$ cat src/rtl/siso_phase_sequencer_if.sv
// Control/status bundle between the HDSISO8 phase sequencer and its controller.
// The sequencer side is the slave; the controller (or bench) side is the master.
interface siso_phase_sequencer_if #(
  parameter int CNT_W = 4
);
  logic             RUN;
  logic             STEP;
  logic             HOLD;
  logic             CLEAR;
  logic             SHOW_LFSR;
  logic [7:0]       LFSR_STATE;
  logic [3:0]       JOHNSON;
  logic [7:0]       PULSES;
  logic             SHIFT_TICK;
  logic [CNT_W-1:0] BIT_COUNT;
  logic             FULL;
  logic             BUSY;
  logic [7:0]       UIO_OUT;

  modport master (
    output RUN, STEP, HOLD, CLEAR, SHOW_LFSR, LFSR_STATE,
    input  JOHNSON, PULSES, SHIFT_TICK, BIT_COUNT, FULL, BUSY, UIO_OUT
  );

  modport slave (
    input  RUN, STEP, HOLD, CLEAR, SHOW_LFSR, LFSR_STATE,
    output JOHNSON, PULSES, SHIFT_TICK, BIT_COUNT, FULL, BUSY, UIO_OUT
  );
endinterface

$ cat src/rtl/siso_phase_sequencer.sv
// Phase sequencer for the HDSISO8 datapath: 8-phase Johnson count, one-hot phase
// pulses, per-round shift strobe, saturating bit counter and uio_out selection.
module siso_phase_sequencer #(
  parameter int DEPTH = 8,
  parameter int CNT_W = 4
) (
  input  logic                  CLK,
  input  logic                  RESET,
  siso_phase_sequencer_if.slave bus
);

  typedef enum logic [1:0] {
    S_IDLE,
    S_RUN,
    S_STEP,
    S_STOPPING
  } state_t;

  localparam logic [3:0]       JOHNSON_LAST = 4'b1000;
  localparam logic [CNT_W-1:0] COUNT_FULL   = CNT_W'(DEPTH);

  state_t           state_q, state_d;
  logic [3:0]       johnson_q, johnson_d;
  logic [7:0]       pulses_q, pulses_d;
  logic             shift_tick_q, shift_tick_d;
  logic [CNT_W-1:0] bit_count_q, bit_count_d;
  logic             busy_q, busy_d;
  logic             step_d_q, step_d_d;

  logic             step_re;
  logic             wrap;
  logic             advance;
  logic [3:0]       johnson_nxt;

  // Shift left, feeding back the inverted MSB: one bit flips per advance.
  function automatic logic [3:0] johnson_next(input logic [3:0] j);
    return {j[2:0], ~j[3]};
  endfunction

  function automatic logic [7:0] johnson_onehot(input logic [3:0] j);
    logic [7:0] oh;
    case (j)
      4'b0000: oh = 8'h01;
      4'b0001: oh = 8'h02;
      4'b0011: oh = 8'h04;
      4'b0111: oh = 8'h08;
      4'b1111: oh = 8'h10;
      4'b1110: oh = 8'h20;
      4'b1100: oh = 8'h40;
      4'b1000: oh = 8'h80;
      default: oh = 8'h00;
    endcase
    return oh;
  endfunction

  assign step_re     = bus.STEP & ~step_d_q;
  assign wrap        = (johnson_q == JOHNSON_LAST);
  assign johnson_nxt = johnson_next(johnson_q);

  always_comb begin
    state_d      = state_q;
    johnson_d    = johnson_q;
    pulses_d     = pulses_q;
    shift_tick_d = 1'b0;
    busy_d       = busy_q;
    step_d_d     = bus.STEP;
    advance      = 1'b0;

    case (state_q)
      S_IDLE: begin
        if (bus.RUN || step_re) begin
          state_d   = bus.RUN ? S_RUN : S_STEP;
          johnson_d = 4'b0000;
          pulses_d  = 8'h01;
          busy_d    = 1'b1;
        end
      end

      default: begin
        // HOLD freezes phase and state; control inputs wait until it drops.
        if (!bus.HOLD) begin
          advance      = 1'b1;
          johnson_d    = johnson_nxt;
          pulses_d     = johnson_onehot(johnson_nxt);
          shift_tick_d = wrap;

          if (bus.RUN) begin
            state_d = S_RUN;
          end else if (wrap) begin
            // Round complete with no RUN request: park on phase 0.
            state_d   = S_IDLE;
            johnson_d = 4'b0000;
            pulses_d  = 8'h00;
            busy_d    = 1'b0;
          end else if (state_q == S_RUN) begin
            state_d = S_STOPPING;
          end
        end
      end
    endcase
  end

  always_comb begin
    bit_count_d = bit_count_q;
    if (bus.CLEAR) begin
      bit_count_d = '0;
    end else if (advance && wrap && (bit_count_q != COUNT_FULL)) begin
      bit_count_d = bit_count_q + 1'b1;
    end
  end

  always_ff @(posedge CLK) begin
    if (RESET) begin
      state_q      <= S_IDLE;
      johnson_q    <= 4'b0000;
      pulses_q     <= 8'h00;
      shift_tick_q <= 1'b0;
      bit_count_q  <= '0;
      busy_q       <= 1'b0;
      step_d_q     <= 1'b0;
    end else begin
      state_q      <= state_d;
      johnson_q    <= johnson_d;
      pulses_q     <= pulses_d;
      shift_tick_q <= shift_tick_d;
      bit_count_q  <= bit_count_d;
      busy_q       <= busy_d;
      step_d_q     <= step_d_d;
    end
  end

  assign bus.JOHNSON    = johnson_q;
  assign bus.PULSES     = pulses_q;
  assign bus.SHIFT_TICK = shift_tick_q;
  assign bus.BIT_COUNT  = bit_count_q;
  assign bus.FULL       = (bit_count_q == COUNT_FULL);
  assign bus.BUSY       = busy_q;
  assign bus.UIO_OUT    = bus.SHOW_LFSR ? bus.LFSR_STATE : pulses_q;

endmodule

$ cat src/flat_wrapper.sv
// flat-port wrapper written by rule: the top's interface ports become plain ports
module siso_phase_sequencer_flat 
#(
  parameter int DEPTH = 8,
  parameter int CNT_W = 4
)
  (CLK, RESET, bus_RUN, bus_STEP, bus_HOLD, bus_CLEAR, bus_SHOW_LFSR, bus_LFSR_STATE, bus_JOHNSON, bus_PULSES, bus_SHIFT_TICK, bus_BIT_COUNT, bus_FULL, bus_BUSY, bus_UIO_OUT);
  siso_phase_sequencer_if #(.CNT_W(CNT_W)) bus_i ();
  input  logic CLK;
  input  logic RESET;
  input wire logic [$bits(bus_i.RUN)-1:0] bus_RUN;
  input wire logic [$bits(bus_i.STEP)-1:0] bus_STEP;
  input wire logic [$bits(bus_i.HOLD)-1:0] bus_HOLD;
  input wire logic [$bits(bus_i.CLEAR)-1:0] bus_CLEAR;
  input wire logic [$bits(bus_i.SHOW_LFSR)-1:0] bus_SHOW_LFSR;
  input wire logic [$bits(bus_i.LFSR_STATE)-1:0] bus_LFSR_STATE;
  output wire logic [$bits(bus_i.JOHNSON)-1:0] bus_JOHNSON;
  output wire logic [$bits(bus_i.PULSES)-1:0] bus_PULSES;
  output wire logic [$bits(bus_i.SHIFT_TICK)-1:0] bus_SHIFT_TICK;
  output wire logic [$bits(bus_i.BIT_COUNT)-1:0] bus_BIT_COUNT;
  output wire logic [$bits(bus_i.FULL)-1:0] bus_FULL;
  output wire logic [$bits(bus_i.BUSY)-1:0] bus_BUSY;
  output wire logic [$bits(bus_i.UIO_OUT)-1:0] bus_UIO_OUT;
  assign bus_i.RUN = bus_RUN;
  assign bus_i.STEP = bus_STEP;
  assign bus_i.HOLD = bus_HOLD;
  assign bus_i.CLEAR = bus_CLEAR;
  assign bus_i.SHOW_LFSR = bus_SHOW_LFSR;
  assign bus_i.LFSR_STATE = bus_LFSR_STATE;
  assign bus_JOHNSON = bus_i.JOHNSON;
  assign bus_PULSES = bus_i.PULSES;
  assign bus_SHIFT_TICK = bus_i.SHIFT_TICK;
  assign bus_BIT_COUNT = bus_i.BIT_COUNT;
  assign bus_FULL = bus_i.FULL;
  assign bus_BUSY = bus_i.BUSY;
  assign bus_UIO_OUT = bus_i.UIO_OUT;
  siso_phase_sequencer #(.DEPTH(DEPTH), .CNT_W(CNT_W)) u_core (.CLK(CLK), .RESET(RESET), .bus(bus_i));
endmodule
$ cat config.mk
export PLATFORM = sky130hd
export DESIGN_NAME = siso_phase_sequencer_flat
export DESIGN_NICKNAME = d
export VERILOG_FILES = /design/src/rtl/siso_phase_sequencer_if.sv /design/src/rtl/siso_phase_sequencer.sv /design/src/flat_wrapper.sv
export SDC_FILE = /design/constraint.sdc
export NUM_CORES = 1
export LEC_CHECK = 0
export CAP_MARGIN = 10
export CORE_MARGIN = 1.5
export CORE_UTILIZATION = 45
export DETAILED_ROUTE_END_ITERATION = 8
export GPL_TIMING_DRIVEN = 1
export PLACE_DENSITY = 0.83
export SLEW_MARGIN = 20
export SYNTH_ARGS = -nofsm -noshare
export SYNTH_HDL_FRONTEND = slang
export SYNTH_SLANG_ARGS = --single-unit
$ cat constraint.sdc
create_clock -name CLK -period 2.75 [get_ports CLK]
set_input_delay 0.55 -clock CLK [delete_from_list [all_inputs] [get_ports CLK]]
set_output_delay 0.55 -clock CLK [all_outputs]
set_load 0.01 [all_outputs]
* Word level (Yosys, flattened, before mapping)
Memories as Yosys holds them, arrays and structs flattened.
Index checks and enable logic that the tools add are counted.
** Operators by class
- Add/subtract/negate cells :: 1
- Reduce and logical (&&, ||, !) cells :: 11
- Bitwise operators :: 3
- Equality and inequality tests :: 7
- Multiplexer cells :: 25
** Operator list (count)
- 8-bit 2-to-1 mux :: 6
- 4-bit 2-to-1 mux :: 5
- 2-bit 2-to-1 mux :: 7
- 4-bit equality test, second input constant :: 2
- 1-bit 2-to-1 mux :: 7
- 2-bit by 1-bit != test with 1-bit output, second input constant :: 3
- 4-bit by 1-bit adder with 4-bit output, second input constant :: 1
- 4-bit != test, second input constant :: 1
- 4-bit AND reduction :: 1
- 4-bit nonzero test :: 1
- 3-bit AND reduction :: 1
- 3-bit OR reduction :: 1
- 2-bit by 1-bit equality test with 1-bit output, second input constant :: 1
- 1-bit logical AND :: 2
- 2-bit zero test :: 1
- 1-bit inverter :: 2
- 2-bit AND reduction :: 1
- 2-bit nonzero test :: 1
- 2-bit OR reduction :: 1
- 1-bit AND :: 1
- 1-bit logical OR :: 1
** Storage, ports and cells
- Memories kept :: 1
- Register bits :: 21
- Bits in read-only memories :: 128
** Memory list
- (no name shown) :: depth 16, width 8, read ports 1, clocked after Yosys merged registers in 0, write ports 0, RTL line siso_phase_sequencer.sv:42 : case (j)

* Depth between registers and ports, before layout
Gate-level depths: netlist (run 1).
- Depth in word-level cells :: 6
- Gate-level depth with buffers :: 6
- Mapped depth without buffers :: 6

* Least setup slack after synthesis (run 1)
No wires, ideal clock.
- Kind :: input -> output
- From :: in bus_SHOW_LFSR
- To :: out bus_UIO_OUT[1]
- Setup slack :: 0.981 ns
- Stages :: 2
- Data arrival time :: 1.219 ns
- Required time :: 2.200 ns
- Cell sequence :: clkbuf_1 mux2_2
** Between the ends
- Longest elaborated chain between the ends :: 1
** RTL lines
- start, declared :: RTL line flat_wrapper.sv:15 : input wire logic [$bits(bus_i.SHOW_LFSR)-1:0] bus_SHOW_LFSR;
- 8-bit 2-to-1 mux :: RTL line siso_phase_sequencer.sv:138 : assign bus.UIO_OUT = bus.SHOW_LFSR ? bus.LFSR_STATE : pulses_q;
- end, declared :: RTL line flat_wrapper.sv:23 : output wire logic [$bits(bus_i.UIO_OUT)-1:0] bus_UIO_OUT;
Every way passes these cells.

* Worst setup path after layout (run 1)
Same ends and word-level chain as after synthesis.

==> results.sh, run 1 <==
export IMPL_hp_class="reg2reg"
export IMPL_antenna_found_initial=0
export IMPL_total_power_w=0.0005822
export IMPL_htree_levels=1
export IMPL_seq_area_frac_synth_pct=41.23
export IMPL_final_common_cell="clkdlybuf4s50_1"
export IMPL_setup_viol=0
export IMPL_cp_data_arrival_time_ns=2.10
export IMPL_dr_wl_met3_um=130
export IMPL_clkTransAtPathRegs_ns=0.12
export IMPL_path_buf_inv=2
export IMPL_numCtsBuffers=3
export IMPL_required_ns=2.20
export IMPL_worstSetupPathType="in2out"
export IMPL_dr_max_layer_used="met4"
export IMPL_slowest_delay_ns=0.69
export IMPL_clock_sinks=21
export IMPL_grtUsageTotal_pct=18.90
export IMPL_final_layout_size_suffix_gt1_share_pct=11.92
export IMPL_leakage_nw=0.5449
export IMPL_floorplan_rows=17
export IMPL_p_clk_share_pct=25.1
export IMPL_p_switching_w=0.0001481
export IMPL_first_global_vias=858
export IMPL_cp_max_fo=9
export IMPL_final_nets=169
export IMPL_vias=941
export IMPL_route_met2_wl_um=1110
export IMPL_ys_flop_type="dfxtp_1"
export IMPL_critical_path_top_delay_family="buffers and inverters"
export IMPL_p_sw_share_pct=25.44
export IMPL_maxCapViolCount=0
export IMPL_cts_root_buf="clkbuf_4"
export IMPL_worstSetupStartpointType="primary input"
export IMPL_skew_ns=0.007553
export IMPL_die_h_um=50.61
export IMPL_die_area_sq_mm=0.002561
export IMPL_rsz0062_at_grt="false"
export IMPL_fmax_ghz=0.3773
export IMPL_ctsHoldBuffers=0
export IMPL_cts_setup_buffers=0
export IMPL_clk_latency_ns=0.30
export IMPL_yosysUniqueCellTypes=38
export IMPL_synth_edff_count=0
export IMPL_crit_path_cell_trace="clkdlybuf4s50_1 > mux2_2 > clkdlybuf4s50_1"
export IMPL_finalInstanceArea_sq_mm=0.001478
export IMPL_hold_violations=0
export IMPL_postSynthAreaPerCell_sq_um=9.270
export IMPL_drt_iter0_drc=18
export IMPL_grt_max_degree=14
export IMPL_overflow=0
export IMPL_syn_cell_area_sq_mm=0.001020
export IMPL_start_util_pct=47.00
export IMPL_end_kind="output port"
export IMPL_antennaDiodeCount=0
export IMPL_drt_wirelength_per_cell_um=12.63
export IMPL_pre_cts_slack_ns=0.09294
export IMPL_p_seq_share_pct=55.7
export IMPL_holdWs_ns=0.4759
export IMPL_setup_slack_ns=0.09981
export IMPL_first_pass_iters=4
export IMPL_async_flop_share_pct=0
export IMPL_syn_nets=127
export IMPL_mostFrequentLayoutCells="41 x clkdlybuf4s50_1, 21 x dfxtp_1, 13 x nor2_1, 7 x nand2_1, 7 x mux2_2"
export IMPL_powerDensity_mw_per_mm2=394.0
export IMPL_ys_ff_latch=21
export IMPL_drc=0
export IMPL_hpwl_um=1693
export IMPL_wl_met1_um=1004
export IMPL_cpMostUsedCell="clkdlybuf4s50_1"
export IMPL_cts_tree="built"
export IMPL_slowest_stage="clkdlybuf4s50_1"
export IMPL_tightestPinTransition_ns=0.4979
export IMPL_port_buffer_count=41
export IMPL_irDropWorstVdd_v=0.0003061
export IMPL_ff2ff_setup_slack_ns=1.22
export IMPL_dpl_cell_area_sq_mm=0.001451
export IMPL_final_min_clock_period_ns=2.650
export IMPL_clock_path_buffers=2
export IMPL_gp_congestion=0.7262
export IMPL_relSlewSlack_pct=66.70
export IMPL_grt_pass1_wl_um=3726
export IMPL_setup_tns_ns=0
export IMPL_ctsResizeCount=0
export IMPL_syn2layout_area_growth_pct=44.91
export IMPL_maxSlewViolCount=0
export IMPL_synthCells=110
export IMPL_coreArea_sq_mm=0.002170
export IMPL_pin_count=42
export IMPL_die_x_um=50.61
export IMPL_ys_warn_count=0
export IMPL_totalWireLength_um=2260
export IMPL_vias_per_cell=5.257
export IMPL_p_int_w=0.0004341
export IMPL_antenna_left=0
export IMPL_period_share_pct=96.37
export IMPL_outcome="finished, final reports clean"
export IMPL_comb_power_share_pct=19.3
sequential cells by signal (all words and copies together) (netlist names):
register               flops
u_core.state_q             2
u_core.bus.BIT_COUNT       4
u_core.step_d_q            1
u_core.bus.BUSY            1
u_core.bus.PULSES          8
u_core.bus.SHIFT_TICK      1
u_core.bus.JOHNSON         4
area by class of cell:
class                   count  area [sq um]
multi-input cells          79         555.5
repair buffers             43         425.4
flip-flops and latches     21         420.4
fillers                   192         691.9
clock buffers               4         26.28
well taps                  28         35.03
inverters                   4         15.01
power by group through the flow:
stage,logic (W),clock network (W),registers (W)
floorplan,0.0000531,0,0.000332
global placement,0.000110,0,0.000330
detailed placement,0.000112,0,0.000331
CTS,0.000113,0.000152,0.000324
global route,0.000122,0.000167,0.000326
finish,0.000112,0.000146,0.000324
path summary, 6_finish.rpt:
| path | startpoint | to | cells past startpoint |
|---|---|---|---|
| max | bus_SHOW_LFSR | bus_UIO_OUT[1] | 3 |
| min | u_core.bus.PULSES[1] | u_core.bus.PULSES[1] | 2 |
| max reg2reg | u_core.bus.JOHNSON[3] | u_core.bus.BIT_COUNT[1] | 4 |
| min reg2reg | u_core.bus.PULSES[1] | u_core.bus.PULSES[1] | 2 |
tightest hold or removal path: stages, from the launching register on:
cell and delay (ns):
dfxtp_1 0.34, nand2_1 0.06, a21oi_1 0.05
kinds of logic (layout without fill, tap and decap cells):
kind of cell | Yosys count | count (layout) | synth area share, %
simple gates | 41 | 41 | 22.70
compound gates | 24 | 24 | 17.06
flops | 21 | 21 | 41.23
buf+inv | 10 | 51 | 4.293
mux | 9 | 9 | 9.694
xor+xnor | 3 | 3 | 2.577
fa+ha+maj | 2 | 2 | 2.454
layer usage:
layer | global-route usage (%) | vias up
met5 | 0 | -
met4 | 8.108 | 0
met3 | 3.571 | 2
met2 | 31.58 | 23
met1 | 23.62 | 438
li1 | - | 478
stage by stage:
| step | std cells | utilization, % |
|---|---|---|
| 6_report | 179 | 68.11 |
| 5_1_grt | 179 | 68.11 |
| 4_1_cts | 179 | 68.11 |
| 3_5_place_dp | 175 | 66.90 |
| 3_3_place_gp | 175 | 66.90 |
| 2_1_floorplan | 110 | - |
cell usage after synthesis, types with 2 or more instances:
master / number / share of area (%)
a22oi_1: 3 / 2.2
o21ai_0: 4 / 2.0
clkbuf_1: 3 / 1.1
nor3_1: 5 / 2.5
nor2b_1: 3 / 1.8
inv_1: 4 / 1.5
nor2_1: 13 / 4.8
dfxtp_1: 21 / 41
nand4_1: 2 / 1.2
a211oi_1: 2 / 1.5
mux2_2: 7 / 7.7
ha_1: 2 / 2.5
xor2_1: 2 / 1.7
mux2i_1: 2 / 2.0
nand2_1: 7 / 2.6
a21oi_1: 6 / 2.9
nand3b_1: 3 / 2.2
Note: power is estimated with default switching activity, not from simulation.
==> run 2, diff against run 1 <==
Settings changed: CORE_UTILIZATION 45 to 42, GPL_TIMING_DRIVEN 1 to 0, PLACE_DENSITY 0.83 to 0.79.
Clock period 2.75 ns to 2.5 ns, I/O delays scaled along.
==> run 2 against run 1 <==
  * Via count up 3.4%
  * Worst hold slack gained 0.0021 ns
  * Wire length grew 6.3%
  * First-iteration DRC count grew 44%
  * Non-clock buffer count up 3
  * Clock power grew 9.6%
  * Final cell count increased by 1.7%
  * Register-to-register slack got worse by 0.26 ns
  * Cell area increased by 0.34%
  * Clock skew is 0.0064 ns higher
  * Sequential cell count is the same
==> results.sh, run 2 (synthesis results as in run 1) <==
export IMPL_outcome="finished, final reports clean"
export IMPL_grt_pass1_wl_um=3836
export IMPL_path_buf_inv=2
export IMPL_die_area_sq_mm=0.002733
export IMPL_period_share_pct=87.75
export IMPL_totalWireLength_um=2402
export IMPL_cts_tree="built"
export IMPL_pin_count=42
export IMPL_floorplan_rows=17
export IMPL_grtUsageTotal_pct=18.66
export IMPL_hpwl_um=1806
export IMPL_p_seq_share_pct=55.6
export IMPL_die_h_um=52.28
export IMPL_antennaDiodeCount=0
export IMPL_p_clk_share_pct=24.9
export IMPL_cp_max_fo=9
export IMPL_antenna_left=0
export IMPL_numCtsBuffers=3
export IMPL_vias=973
export IMPL_p_int_w=0.0004745
export IMPL_clock_path_buffers=2
export IMPL_antenna_found_initial=0
export IMPL_largest_reg_flops=8
export IMPL_final_min_clock_period_ns=2.194
export IMPL_cts_root_buf="clkbuf_4"
export IMPL_grt_max_degree=13
export IMPL_n_fill_cell=194
export IMPL_gp_congestion=0.7784
export IMPL_slowest_delay_ns=0.48
export IMPL_hp_start="u_core.bus.PULSES[6]"
export IMPL_rsz0062_at_grt="false"
export IMPL_coreArea_sq_mm=0.002255
export IMPL_fin_util_pct=65.76
export IMPL_cts_setup_buffers=0
export IMPL_slowest_stage="clkdlybuf4s50_1"
export IMPL_crit_path_cell_trace="clkbuf_1 > mux2_2 > clkdlybuf4s50_1"
export IMPL_clk_latency_ns=0.30
export IMPL_powerDensity_mw_per_mm2=433.2
export IMPL_p_switching_w=0.0001678
export IMPL_irDropWorstVdd_v=0.0003982
export IMPL_worstSetupPathType="in2out"
export IMPL_htree_levels=1
export IMPL_clkTransAtPathRegs_ns=0.10
export IMPL_syn2layout_area_growth_pct=45.40
export IMPL_crit_path_start="bus_SHOW_LFSR"
export IMPL_die_x_um=52.28
export IMPL_worstSetupStartpointType="primary input"
export IMPL_r2r_start="u_core.bus.JOHNSON[3]"
export IMPL_final_layout_size_suffix_gt1_share_pct=12.99
export IMPL_setup_viol=0
export IMPL_first_global_vias=863
export IMPL_hp_class="reg2reg"
export IMPL_p_sw_share_pct=26.12
export IMPL_port_buffer_count=40
export IMPL_clock_sinks=21
export IMPL_drt_iter0_drc=26
export IMPL_skew_ns=0.01398
export IMPL_start_util_pct=45.23
export IMPL_ctsResizeCount=0
export IMPL_setup_tns_ns=0
export IMPL_fmax_ghz=0.4558
export IMPL_mostFrequentLayoutCells="40 x clkdlybuf4s50_1, 21 x dfxtp_1, 13 x nor2_1, 7 x nand2_1, 7 x mux2_2"
export IMPL_drc=0
export IMPL_tightestPinTransition_ns=0.4545
export IMPL_hold_violations=0
export IMPL_vias_per_cell=5.346
export IMPL_ctsHoldBuffers=0
export IMPL_final_nets=172
export IMPL_ff2ff_setup_slack_ns=0.96
export IMPL_critical_path_top_delay_family="buffers and inverters"
export IMPL_cp_data_arrival_time_ns=1.69
export IMPL_maxCapViolCount=0
export IMPL_drt_wirelength_per_cell_um=13.20
export IMPL_maxSlewViolCount=0
export IMPL_comb_power_share_pct=19.4
export IMPL_leakage_nw=0.5520
export IMPL_first_pass_iters=4
export IMPL_overflow=0
export IMPL_required_ns=2.00
export IMPL_final_common_cell="clkdlybuf4s50_1"
export IMPL_relSlewSlack_pct=69.57
export IMPL_end_kind="output port"
run 2: changes by cell type in the layout (fill, tap and decap cells not counted), sizes merged:
cell           previous run  this run
clkbuf                    4         7
clkinv                    0         1
clkdlybuf4s50            41        40
run 2: power groups by stage:
stage | sequential, W | combinational [W] | clock (W)
floorplan | 0.000365 | 0.0000584 | 0
global placement | 0.000364 | 0.000122 | 0
detailed placement | 0.000365 | 0.000125 | 0
CTS | 0.000357 | 0.000125 | 0.000163
global route | 0.000360 | 0.000135 | 0.000173
finish | 0.000357 | 0.000125 | 0.000160
run 2: worst paths after layout:
kind | endpoint | depth (start not counted)
hold / removal | u_core.bus.PULSES[6] | 2
setup / recovery | bus_UIO_OUT[5] | 3
setup reg to reg | u_core.bus.BIT_COUNT[0] | 4
hold reg to reg | u_core.bus.PULSES[6] | 2
run 2: final cells by class:
| cell class | count | area (sq um) | area share (%) |
|---|---|---|---|
| plain buffers | 6 | 28.78 | 1.941 |
| clock buffers | 3 | 22.52 | 1.519 |
| clock inverters | 1 | 5.005 | 0.3376 |
| inverters | 4 | 15.01 | 1.013 |
| multi-input cells | 79 | 555.5 | 37.47 |
| flip-flops and latches | 21 | 420.4 | 28.35 |
| well taps | 28 | 35.03 | 2.363 |
| repair buffers | 40 | 400.4 | 27.00 |
run 2: per-stage QoR:
step                worst slack [ns]  instance area [sq um]  hold slack (ns)   power, W  std cells
CTS                           0.2919                   1483           0.4850  0.0006455        182
global placement              0.3229                   1455           0.4614  0.0004851        178
global route                  0.2482                   1483           0.5201  0.0006677        182
floorplan                     0.8310                   1020           0.4858  0.0004238        110
finish                        0.3062                   1483           0.4781  0.0006423        182
detailed placement            0.2830                   1455           0.4685  0.0004895        178
run 2: routing by layer:
layer	routed length [um]	global-route usage (%)
met5	0	0
met2	1110	29.54
met4	25	5.128
met1	1138	25.40
met3	127	4.286
run 2: worst min-delay path, stage by stage, from the launching register on:
cell and delay [ns]:
dfxtp_1 0.34, nand2_1 0.06, a21oi_1 0.05
==> run 3, diff against run 2 <==
Settings changed: CAP_MARGIN 10 to 20, PLACE_DENSITY 0.79 to unset, PLACE_DENSITY_LB_ADDON set to 0.12.
==> run 3 against run 2 <==
  * Non-clock buffer count unchanged
  * Worst setup slack got worse by 0.023 ns
  * First-iteration DRC count fell by 27%
  * Combinational power about the same
  * Die area unchanged
  * Clock power hardly changed
  * Power is essentially flat
  * Sequential cell count did not move
  * Sequential power is essentially flat
  * Clock skew decreased by 0.011 ns
  * Critical endpoint is now bus_UIO_OUT[4]
  * Highest routed layer unchanged
==> results.sh, run 3 (synthesis results as in run 1) <==
export IMPL_outcome="finished, final reports clean"
export IMPL_drc=0
export IMPL_fin_cells=182
export IMPL_use_met2_pct=31.65
export IMPL_vias_per_cell=5.412
export IMPL_hold_end="u_core.bus.PULSES[1]"
export IMPL_vias=985
export IMPL_leakage_nw=0.5493
export IMPL_port_buffer_count=40
export IMPL_skew_ns=0.003283
export IMPL_grtUsageTotal_pct=18.19
export IMPL_syn2layout_area_growth_pct=45.28
export IMPL_pin_count=42
export IMPL_htree_levels=1
export IMPL_grt_most_used_layer="met2"
export IMPL_period_share_pct=88.66
export IMPL_overflow=0
export IMPL_relSlewSlack_pct=69.56
export IMPL_rsz0062_at_grt="false"
export IMPL_totalWireLength_um=2383
export IMPL_final_common_cell="clkdlybuf4s50_1"
export IMPL_clk_latency_ns=0.30
export IMPL_fmax_ghz=0.4512
export IMPL_p_int_w=0.0004771
export IMPL_grt_max_degree=12
export IMPL_irDropWorstVdd_v=0.0004175
export IMPL_rr_endpoint="u_core.bus.BIT_COUNT[1]"
export IMPL_comb_power_share_pct=19.3
export IMPL_tightestPinTransition_ns=0.4547
export IMPL_grt_pass1_wl_um=3643
export IMPL_maxCapViolCount=0
export IMPL_numCtsBuffers=3
export IMPL_die_area_sq_mm=0.002733
export IMPL_clock_path_buffers=2
export IMPL_dp_cells=178
export IMPL_rr_worst_depth=4
export IMPL_clock_sinks=21
export IMPL_fin_util_pct=65.70
export IMPL_ctsResizeCount=0
export IMPL_hp_start="u_core.bus.PULSES[1]"
export IMPL_drt_wirelength_per_cell_um=13.09
export IMPL_gp_congestion=0.7592
export IMPL_largest_reg_flops=8
export IMPL_holdWs_ns=0.4779
export IMPL_p_clk_share_pct=25.1
export IMPL_p_sw_share_pct=25.71
export IMPL_clkTransAtPathRegs_ns=0.11
export IMPL_worstSetupPathType="in2out"
export IMPL_first_pass_iters=4
export IMPL_hold_violations=0
export IMPL_min_path_cells=2
export IMPL_cts_setup_buffers=0
export IMPL_ff2ff_setup_slack_ns=0.94
export IMPL_cp_data_arrival_time_ns=1.72
export IMPL_antenna_found_initial=0
export IMPL_powerDensity_mw_per_mm2=433.5
export IMPL_p_switching_w=0.0001651
export IMPL_use_met3_pct=3.429
export IMPL_final_nets=172
export IMPL_floorplan_rows=17
export IMPL_gr_usage_met1_pct=21.19
export IMPL_setup_viol=0
export IMPL_required_ns=2.00
export IMPL_cts_root_buf="clkbuf_4"
export IMPL_maxSlewViolCount=0
export IMPL_cp_max_fo=9
export IMPL_antenna_left=0
export IMPL_die_h_um=52.28
export IMPL_r2r_start="u_core.bus.JOHNSON[3]"
export IMPL_final_layout_size_suffix_gt1_share_pct=12.34
export IMPL_cts_tree="built"
export IMPL_antennaDiodeCount=0
export IMPL_coreArea_sq_mm=0.002255
export IMPL_drt_iter0_drc=19
export IMPL_mostFrequentLayoutCells="40 x clkdlybuf4s50_1, 21 x dfxtp_1, 13 x nor2_1, 7 x nand2_1, 7 x mux2_2"
export IMPL_final_min_clock_period_ns=2.216
export IMPL_first_global_vias=855
export IMPL_hp_class="reg2reg"
export IMPL_end_kind="output port"
export IMPL_ctsHoldBuffers=0
export IMPL_die_x_um=52.28
export IMPL_setup_tns_ns=0
export IMPL_p_seq_share_pct=55.6
export IMPL_worstSetupStartpointType="primary input"
export IMPL_start_util_pct=45.23
export IMPL_hpwl_um=1825
-- run 3: changes by cell type in the layout (fill, tap and decap cells not counted), sizes merged --
cell    delta
clkbuf     +1
clkinv     -1
-- run 3: worst max path at each step --
stage,from,to,slack (ns),cells past startpoint
5_1_grt,bus_SHOW_LFSR,bus_UIO_OUT[4],0.22,3
3_5_place_dp,bus_SHOW_LFSR,bus_UIO_OUT[4],0.27,3
3_3_place_gp,bus_SHOW_LFSR,bus_UIO_OUT[4],0.30,3
6_report,bus_SHOW_LFSR,bus_UIO_OUT[4],0.28,3
4_1_cts,bus_SHOW_LFSR,bus_UIO_OUT[4],0.26,3
2_1_floorplan,bus_SHOW_LFSR,bus_UIO_OUT[1],0.83,2
-- run 3: worst max-delay path: stages --
cell and delay (ns):
clkbuf_1 0.34, mux2_2 0.39, clkdlybuf4s50_1 0.49
-- run 3: cell type report --
class / count / area, sq um
buffer: 6 / 28.78
clock buffer: 4 / 26.28
fill: 201 / 773.2
inverter: 4 / 15.01
multi-input combinational: 79 / 555.5
sequential: 21 / 420.4
tap: 28 / 35.03
timing repair buffer: 40 / 400.4
-- run 3: power by group through the flow --
stage,clock (W),combinational [W],sequential (W)
after floorplan,0,0.0000584,0.000365
after global placement,0,0.000122,0.000363
after detailed placement,0,0.000124,0.000364
after CTS,0.000165,0.000125,0.000357
after global routing,0.000182,0.000133,0.000359
final,0.000161,0.000124,0.000357
-- run 3: stage by stage --
stage               power (W)  instance area, sq um  setup slack (ns)
finish              0.0006422                  1481            0.2836
CTS                 0.0006473                  1481            0.2625
detailed placement  0.0004886                  1455            0.2688
global placement    0.0004856                  1455            0.2983
floorplan           0.0004238                  1020            0.8310
global route        0.0006744                  1481            0.2242
-- run 3: layer usage --
metal  vias to the layer above  routed length, um
li1                        484                  -
met1                       456                995
met2                        40               1172
met3                         5                169
met4                         0                 45
met5                         -                  0
